### src/rtl/expand_key.sv
// One AES-128 key-schedule round: next round key from the current key and round number.
// Define EXPAND_KEY_COMB_OUT_EN to bypass the output register (zero latency, clk/rst_n unused).
module expand_key (
    input  logic         clk,
    input  logic         rst_n,
    input  logic [127:0] key,
    input  logic [7:0]   count,
    input  logic         in_valid,
    output logic [127:0] exkey,
    output logic         out_valid
);

    localparam logic [7:0] SBOX [0:255] = '{
        8'h63, 8'h7c, 8'h77, 8'h7b, 8'hf2, 8'h6b, 8'h6f, 8'hc5, 8'h30, 8'h01, 8'h67, 8'h2b, 8'hfe, 8'hd7, 8'hab, 8'h76,
        8'hca, 8'h82, 8'hc9, 8'h7d, 8'hfa, 8'h59, 8'h47, 8'hf0, 8'had, 8'hd4, 8'ha2, 8'haf, 8'h9c, 8'ha4, 8'h72, 8'hc0,
        8'hb7, 8'hfd, 8'h93, 8'h26, 8'h36, 8'h3f, 8'hf7, 8'hcc, 8'h34, 8'ha5, 8'he5, 8'hf1, 8'h71, 8'hd8, 8'h31, 8'h15,
        8'h04, 8'hc7, 8'h23, 8'hc3, 8'h18, 8'h96, 8'h05, 8'h9a, 8'h07, 8'h12, 8'h80, 8'he2, 8'heb, 8'h27, 8'hb2, 8'h75,
        8'h09, 8'h83, 8'h2c, 8'h1a, 8'h1b, 8'h6e, 8'h5a, 8'ha0, 8'h52, 8'h3b, 8'hd6, 8'hb3, 8'h29, 8'he3, 8'h2f, 8'h84,
        8'h53, 8'hd1, 8'h00, 8'hed, 8'h20, 8'hfc, 8'hb1, 8'h5b, 8'h6a, 8'hcb, 8'hbe, 8'h39, 8'h4a, 8'h4c, 8'h58, 8'hcf,
        8'hd0, 8'hef, 8'haa, 8'hfb, 8'h43, 8'h4d, 8'h33, 8'h85, 8'h45, 8'hf9, 8'h02, 8'h7f, 8'h50, 8'h3c, 8'h9f, 8'ha8,
        8'h51, 8'ha3, 8'h40, 8'h8f, 8'h92, 8'h9d, 8'h38, 8'hf5, 8'hbc, 8'hb6, 8'hda, 8'h21, 8'h10, 8'hff, 8'hf3, 8'hd2,
        8'hcd, 8'h0c, 8'h13, 8'hec, 8'h5f, 8'h97, 8'h44, 8'h17, 8'hc4, 8'ha7, 8'h7e, 8'h3d, 8'h64, 8'h5d, 8'h19, 8'h73,
        8'h60, 8'h81, 8'h4f, 8'hdc, 8'h22, 8'h2a, 8'h90, 8'h88, 8'h46, 8'hee, 8'hb8, 8'h14, 8'hde, 8'h5e, 8'h0b, 8'hdb,
        8'he0, 8'h32, 8'h3a, 8'h0a, 8'h49, 8'h06, 8'h24, 8'h5c, 8'hc2, 8'hd3, 8'hac, 8'h62, 8'h91, 8'h95, 8'he4, 8'h79,
        8'he7, 8'hc8, 8'h37, 8'h6d, 8'h8d, 8'hd5, 8'h4e, 8'ha9, 8'h6c, 8'h56, 8'hf4, 8'hea, 8'h65, 8'h7a, 8'hae, 8'h08,
        8'hba, 8'h78, 8'h25, 8'h2e, 8'h1c, 8'ha6, 8'hb4, 8'hc6, 8'he8, 8'hdd, 8'h74, 8'h1f, 8'h4b, 8'hbd, 8'h8b, 8'h8a,
        8'h70, 8'h3e, 8'hb5, 8'h66, 8'h48, 8'h03, 8'hf6, 8'h0e, 8'h61, 8'h35, 8'h57, 8'hb9, 8'h86, 8'hc1, 8'h1d, 8'h9e,
        8'he1, 8'hf8, 8'h98, 8'h11, 8'h69, 8'hd9, 8'h8e, 8'h94, 8'h9b, 8'h1e, 8'h87, 8'he9, 8'hce, 8'h55, 8'h28, 8'hdf,
        8'h8c, 8'ha1, 8'h89, 8'h0d, 8'hbf, 8'he6, 8'h42, 8'h68, 8'h41, 8'h99, 8'h2d, 8'h0f, 8'hb0, 8'h54, 8'hbb, 8'h16
    };

    logic [31:0]  w_w0, w_w1, w_w2, w_w3;
    logic [31:0]  w_rot, w_sub, w_t;
    logic [31:0]  w_w4, w_w5, w_w6, w_w7;
    logic [7:0]   w_rcon;
    logic [127:0] w_next;

    assign {w_w0, w_w1, w_w2, w_w3} = key;
    assign w_rot = {w_w3[23:0], w_w3[31:24]};

    // One S-box lookup per byte of the rotated word.
    genvar gi;
    generate
        for (gi = 0; gi < 4; gi++) begin : g_sbox
            assign w_sub[gi*8 +: 8] = SBOX[w_rot[gi*8 +: 8]];
        end
    endgenerate

    always_comb begin
        w_rcon = 8'h00;
        case (count)
            8'd1:    w_rcon = 8'h01;
            8'd2:    w_rcon = 8'h02;
            8'd3:    w_rcon = 8'h04;
            8'd4:    w_rcon = 8'h08;
            8'd5:    w_rcon = 8'h10;
            8'd6:    w_rcon = 8'h20;
            8'd7:    w_rcon = 8'h40;
            8'd8:    w_rcon = 8'h80;
            8'd9:    w_rcon = 8'h1b;
            8'd10:   w_rcon = 8'h36;
            default: w_rcon = 8'h00;
        endcase
    end

    assign w_t    = w_sub ^ {w_rcon, 24'h0};
    assign w_w4   = w_w0 ^ w_t;
    assign w_w5   = w_w1 ^ w_w4;
    assign w_w6   = w_w2 ^ w_w5;
    assign w_w7   = w_w3 ^ w_w6;
    assign w_next = {w_w4, w_w5, w_w6, w_w7};

`ifdef EXPAND_KEY_COMB_OUT_EN
    logic w_unused;
    assign w_unused  = ^{clk, rst_n};
    assign exkey     = w_next;
    assign out_valid = in_valid;
`else
    logic [127:0] r_exkey;
    logic         r_out_valid;

    always_ff @(posedge clk or negedge rst_n) begin
        if (!rst_n) begin
            r_exkey     <= '0;
            r_out_valid <= 1'b0;
        end else begin
            r_out_valid <= in_valid;
            if (in_valid)
                r_exkey <= w_next;
        end
    end

    assign exkey     = r_exkey;
    assign out_valid = r_out_valid;
`endif

endmodule

### config.mk
export PLATFORM = sky130hd
export DESIGN_NAME = expand_key
export DESIGN_NICKNAME = d
export VERILOG_FILES = /design/src/rtl/expand_key.sv
export SDC_FILE = /design/constraint.sdc
export NUM_CORES = 1
export LEC_CHECK = 0
export BUFFER_PORTS_ARGS = -buffer_cell sky130_fd_sc_hd__buf_2
export CORE_UTILIZATION = 30
export DETAILED_ROUTE_END_ITERATION = 10
export HOLD_SLACK_MARGIN = 0.02
export SETUP_SLACK_MARGIN = 0.2
export SKIP_LAST_GASP = 1
export SYNTH_ARGS = -nofsm -noshare
export SYNTH_HDL_FRONTEND = slang
export SYNTH_SLANG_ARGS = --single-unit
### constraint.sdc
create_clock -name clk -period 0.95 [get_ports clk]
set_input_delay 0.1425 -clock clk [delete_from_list [all_inputs] [get_ports clk]]
set_output_delay 0.1425 -clock clk [all_outputs]
set_load 0.02 [all_outputs]
==> results of run 1 <==
## tightest hold or removal path: stages
cell and delay [ns]:
buf_2 0.10, xnor3_1 0.19, o21ai_1 0.06
## worst max-delay path by stage
stage	cells after the start	slack [ns]	startpoint	endpoint
finish	15	-1.68	key[0]	exkey[9]
global route	15	-1.73	key[0]	exkey[9]
CTS	15	-1.55	key[16]	exkey[28]
detailed placement	13	-2.69	key[16]	exkey[63]
global placement	13	-2.66	key[16]	exkey[63]
floorplan	14	-2.10	key[25]	exkey[39]
## sequential cells by signal (all words and copies together), names as in the netlist
signal	count
out_valid	1
exkey	128
## kinds of logic (layout without fill, tap and decap cells)
kind of cell	Yosys count	count (layout)	share of synthesized area [%]
fa+ha+maj	64	64	3.72
flops	129	129	15.0
simple gates	1037	1037	24.8
other cells	0	1	0
mux	120	120	7.33
buf+inv	381	1685	8.48
xor+xnor	165	165	8.95
compound gates	958	958	31.7
## repair_timing
action	4_1_cts	5_1_grt
endpoints found under the hold margin	148	0
resized for setup	928	269
setup buffers	146	72
pin swaps	226	143
gates cloned	2	2
endpoints found under the setup margin	257	257
hold buffers	16	0
## synth_stat cells (29+ instances only)
cell type / n
dfrtp_1: 129
ha_1: 64
o221ai_1: 29
inv_1: 48
nand2b_1: 107
xnor2_1: 102
a21oi_1: 212
o211ai_1: 39
a31oi_1: 57
clkbuf_1: 154
a311oi_1: 41
nand3_1: 84
and2_1: 33
and3_1: 38
nand2_1: 175
o311ai_0: 55
nand4_1: 31
o31ai_1: 30
a211oi_1: 43
mux2_2: 70
nor2_1: 248
buf_2: 112
buf_4: 31
nor3_1: 96
o21ai_0: 146
nor2b_1: 108
## metrics by stage
step | util [%] | cells
2_1_floorplan | - | 2854
3_3_place_gp | 45.5 | 4828
3_5_place_dp | 45.5 | 4828
4_1_cts | 53.6 | 5024
5_1_grt | 56.4 | 5099
6_report | 56.4 | 5099
## metal layers
layer / GRT usage (%) / share of wire [%]
met1: 44.3 / 39
met2: 52.0 / 43
met3: 8.18 / 11
met4: 20.1 / 6.9
met5: 0 / 0.028
## final cells by class
class	count	area [um2]
antenna	1	2.50
clock buffer	18	439
clock inverter	14	119
fill	6131	30700
inverter	55	297
multi-input combinational	2344	20500
sequential	129	3230
tap	940	1180
timing repair buffer	1598	14000
## power groups by stage
| stage | sequential, mW | combinational [mW] | clock (mW) |
|---|---|---|---|
| floorplan | 9.55 | 9.66 | 0 |
| global route | 8.41 | 30.9 | 7.12 |
| detailed placement | 7.90 | 21.6 | 0 |
| global placement | 7.89 | 21.6 | 0 |
| finish | 8.29 | 29.7 | 6.76 |
| CTS | 8.20 | 26.9 | 6.92 |
==> metrics.cfg, run 1 <==
[critical_path]
crit_family = compound AO/OA/AOI/OAI gates
crit_fanout = 6
r2r-start = exkey[37]
crit_slowest_cell = a2111oi_2
crit_path_start_kind = input pin
critPathRequiredTime_ns = 1.31
end_kind = flop
worst_path_largest_cell_delay_ns = 0.46
r2r_cells = 3
regToRegSetupSlack_ns = -0.17
crit_chain = buf_12, clkinv_8, buf_12, ha_4, buf_12, nand2_1, and3_1, a2111oi_2, a211oi_2, nor4b_4, a21oi_4, buf_6, xor3_2, xnor3_1, mux2_4
regToRegEndpoint = exkey[37]
crit_buf_inv = 5
path_class = input pin to flop
crit_arrival_ns = 2.99
crit_path_frequent_cell = buf_12

[logic_synthesis]
synth_top_cell_area_share_pct = 15.0
syn_inst = 2854
yosysTopAreaCell = dfrtp_1
yosysSeqAreaShare_pct = 15.0
synth-edff-count = 0
ys.flop_type = dfrtp_1
synth_fp_nets = 3057
synth_area_leaders = dfrtp_1, a21oi_1, nor2_1
async_reset_ff_share_pct = 100
ys_warn_count = 0
synth_area_um2 = 21500
ys_types = 107
ys_ff_latch = 129
syn_area_per_cell_um2 = 7.54

[timing]
fin_setup_tns_ns = -203.28
timing.fmax_mhz = 380
slew_viol_final = 0
min_period_ns = 2.63
timing.final.ws_setup_ns = -1.68
finalHoldViolations = 0
setup_viol = 257
slew_headroom_pct = 48.4
holdWs_ns = 0.0364
final.period_utilization_pct = 277
tightest_slew_ns = 0.771
rsz0062_at_grt = true
skew_ns = 0

[drt]
drt-vias-per-instance = 6.07
drtPass1Iterations = 6
drt_wl_total_um = 132000
drtIter0Drc = 3722
drc = 0
ant_nets = 0
dr_total_vias = 30962
wire_per_inst_um = 26.0

[outcome]
status = finished with violations
violations = negative setup slack

[layout]
drive_gt1_share_pct = 55.6
final_area_um2 = 39800
final_common_cell = buf_4
nets = 4348
final_cell_mix = buf_4, buf_6, nor2_1, nand2_1, a21oi_1
synthToLayoutAreaGrowth_pct = 84.9

[floorplan]
start_util_pct = 30.5
die_x_um = 270
die_h_um = 270
ioPinCount = 268
die_area_um2 = 72800
rows = 97
core_area_um2 = 70500

[placed_design]
globalplace.congestion = 1.06
io_buffers = 267
dp_hpwl_um = 97500
placed_area_um2 = 32000
pre_cts_ws_ns = -2.69

[power]
pwr-share-seq_pct = 18.5
p_sw_mw = 19.1
powerDensity_nw_per_um2 = 1130
power_frac_clock_pct = 15.1
leakage_nw = 17.1
power.internal_mw = 25.6
swShare_pct = 42.8
pwr-share-comb_pct = 66.4
power_mw = 44.8
peakVddDrop_uv = 1280

[global_route]
first_global_vias = 30044
grt_pass1_wl_um = 192000
antenna_found_initial = 4
gr-total-overflow = 0
track_usage_pct = 34.3
grt_max_degree = 64

[clock_tree]
h-tree-depth = 4
path_clk_slew_ns = 0.08
cts_made_buffers = 17
clock_latency_ns = 0.48
cts_root_buf = clkbuf_16
cts_buffer_depth = 2
cts_sinks = 129
tritoncts = built

[min_path]
holdPathStages = 3
hp-start = key[45]
min_path_type = input pin to flop
holdPathEnd = exkey[13]

[flow_run]
drv_cap = 0

No activity file was read; power rests on OpenSTA's default activity.
==> run 2: changes to the inputs <==
--- a/config.mk
+++ b/config.mk
@@ -9,6 +9,7 @@
 export CORE_UTILIZATION = 30
 export DETAILED_ROUTE_END_ITERATION = 10
 export HOLD_SLACK_MARGIN = 0.02
+export PLACE_DENSITY = 0.57
 export SETUP_SLACK_MARGIN = 0.2
 export SKIP_LAST_GASP = 1
 export SYNTH_ARGS = -nofsm -noshare
==> metrics.cfg, run 2 (same netlist as run 1, synthesis figures left out) <==
[timing]
timing.final.ws_setup_ns = -1.59  ; +0.0890 ns
skew_ns = 0  ; unchanged
finalHoldViolations = 0  ; unchanged
slew_headroom_pct = 56.2  ; +7.8 points
tightest_slew_ns = 0.653  ; -0.118 ns
fin_setup_tns_ns = -197.86  ; +5.41 ns
setup_viol = 257  ; unchanged
rsz0062_at_grt = true
timing.fmax_mhz = 394  ; +3.5%
slew_viol_final = 0  ; unchanged
min_period_ns = 2.54  ; -0.0890 ns
final.period_utilization_pct = 267  ; -9.4 points

[critical_path]
end_kind = flop
crit_path_start_kind = input pin
regToRegSetupSlack_ns = -0.03  ; +0.14 ns
critPathRequiredTime_ns = 1.33  ; +0.02 ns
path_class = input pin to flop
crit_fanout = 6  ; unchanged
crit_arrival_ns = 2.92  ; -0.07 ns
r2r-start = exkey[50]
r2r_cells = 2  ; -1
regToRegEndpoint = exkey[50]

[layout]
nets = 4270  ; -1.8%
drive_gt1_share_pct = 54.5  ; -1.1 points
synthToLayoutAreaGrowth_pct = 81.3
seq_area_um2 = 3230  ; unchanged
largest_reg_flops = 128  ; unchanged
n_fill_cell = 6379  ; +4.0%
multi_input_area_um2 = 20400  ; -0.28%
final_common_cell = buf_4
final_cell_mix = buf_4, buf_6, nor2_1, nand2_1, a21oi_1

[drt]
drtIter0Drc = 3679  ; -1.2%
drc = 0  ; unchanged
drt_wl_total_um = 132000  ; -0.40%
drt-vias-per-instance = 5.99  ; -1.4%
drtPass1Iterations = 6  ; unchanged
ant_nets = 0  ; unchanged
wire_per_inst_um = 26.2  ; +1.1%
dr_total_vias = 30074  ; -2.9%

[floorplan]
die_x_um = 270  ; unchanged
start_util_pct = 30.5  ; unchanged
die_h_um = 270  ; unchanged
rows = 97  ; unchanged
die_area_um2 = 72800  ; unchanged
core_area_um2 = 70500  ; unchanged
ioPinCount = 268  ; unchanged

[global_route]
gr-total-overflow = 0  ; unchanged
antenna_found_initial = 5  ; +1
track_usage_pct = 34.3  ; -0.047 points
first_global_vias = 28897  ; -3.8%
grt_max_degree = 55  ; -14%
grt_pass1_wl_um = 190000  ; -0.87%

[min_path]
hp-start = key[112]
min_path_type = input pin to flop
holdPathEnd = exkey[112]
holdPathStages = 3  ; unchanged

[placed_design]
pre_cts_ws_ns = -2.48  ; +0.206 ns
io_buffers = 267  ; unchanged
globalplace.congestion = 1.06  ; about the same
dp_hpwl_um = 99500  ; +2.0%

[outcome]
status = finished with violations
violations = negative setup slack

[clock_tree]
cts_made_buffers = 17  ; unchanged
cts_sinks = 129  ; unchanged
clock_latency_ns = 0.50  ; +0.02 ns
h-tree-depth = 4  ; unchanged
hold_buffers = 18  ; +2
cts_buffer_depth = 2  ; unchanged
tritoncts = built
cts_root_buf = clkbuf_16
path_clk_slew_ns = 0.07  ; about the same

[power]
peakVddDrop_uv = 1350  ; +5.9%
powerDensity_nw_per_um2 = 1140  ; +1.4%
leakage_nw = 16.7  ; -2.7%

[flow_run]
drv_cap = 0  ; unchanged

[run 2: cell types whose count changed in the layout (fill, tap and decap cells not counted), sizes merged]
cell and delta:
dlygate4sd3 +2, bufbuf +2, buf -81, clkbuf -2, diode +2, clkinv +1
[run 2: where the power goes]
group | total [mW] | internal [mW] | switching (mW)
Sequential | 8.21 | 6.94 | 1.27
Combinational | 29.0 | 14.7 | 14.3
Clock | 7.30 | 3.58 | 3.72
Total | 44.5 | 25.2 | 19.3
[run 2: stage by stage]
step / cells / utilization (%) / power [mW] / cell area (um2) / hold WS (ns)
after global placement: 4793 / 44.9 / 29.5 / 31600 / -0.00858
after detailed placement: 4793 / 44.9 / 29.5 / 31600 / -0.00523
after global routing: 5021 / 55.3 / 46.2 / 39000 / 0.00375
final: 5023 / 55.3 / 44.5 / 39000 / 0.000719
after CTS: 4927 / 50.9 / 39.5 / 35900 / -0.0353
after floorplan: 2854 / - / 19.2 / 22500 / -0.153
[run 2: layout make-up]
| class | count | share of cell area (%) |
|---|---|---|
| Inverter | 55 | 0.744 |
| Sequential cell | 129 | 8.29 |
| Clock inverter | 15 | 0.465 |
| Tap cell | 940 | 3.02 |
| Clock buffer | 17 | 1.09 |
| Multi-Input combinational cell | 2344 | 52.4 |
| Antenna cell | 3 | 0.0192 |
| Timing Repair Buffer | 1520 | 34.0 |
[run 2: worst max path at each step]
stage / slack (ns) / start / endpoint
after floorplan: -2.10 / key[25] / exkey[39]
after global placement: -2.52 / key[1] / exkey[9]
after detailed placement: -2.48 / key[1] / exkey[9]
after CTS: -1.56 / key[1] / exkey[8]
after global routing: -1.63 / key[0] / exkey[8]
final: -1.59 / key[16] / exkey[56]
[run 2: timing repair]
item                       in CTS  in global routing
pin swaps                     232                186
buffers inserted               80                 92
gates resized for setup       585                616
hold endpoints to repair      158                  1
gates cloned                    4                  1
setup endpoints to repair     257                257
[run 2: per-layer routing]
metal	GRT usage [%]	routed length (um)
met1	45.6	53500
met2	51.6	57200
met3	8.48	14000
met4	16.6	7160
met5	0	27
[run 2: worst max-delay path: stages]
cell       delay [ns]
buf_12           0.10
clkinv_8         0.05
buf_8            0.13
ha_4             0.20
buf_6            0.15
o311a_1          0.28
a221o_1          0.33
a2111oi_4        0.43
buf_4            0.18
a211oi_2         0.03
buf_4            0.17
xnor2_4          0.13
buf_12           0.16
xnor2_1          0.14
mux2_4           0.26
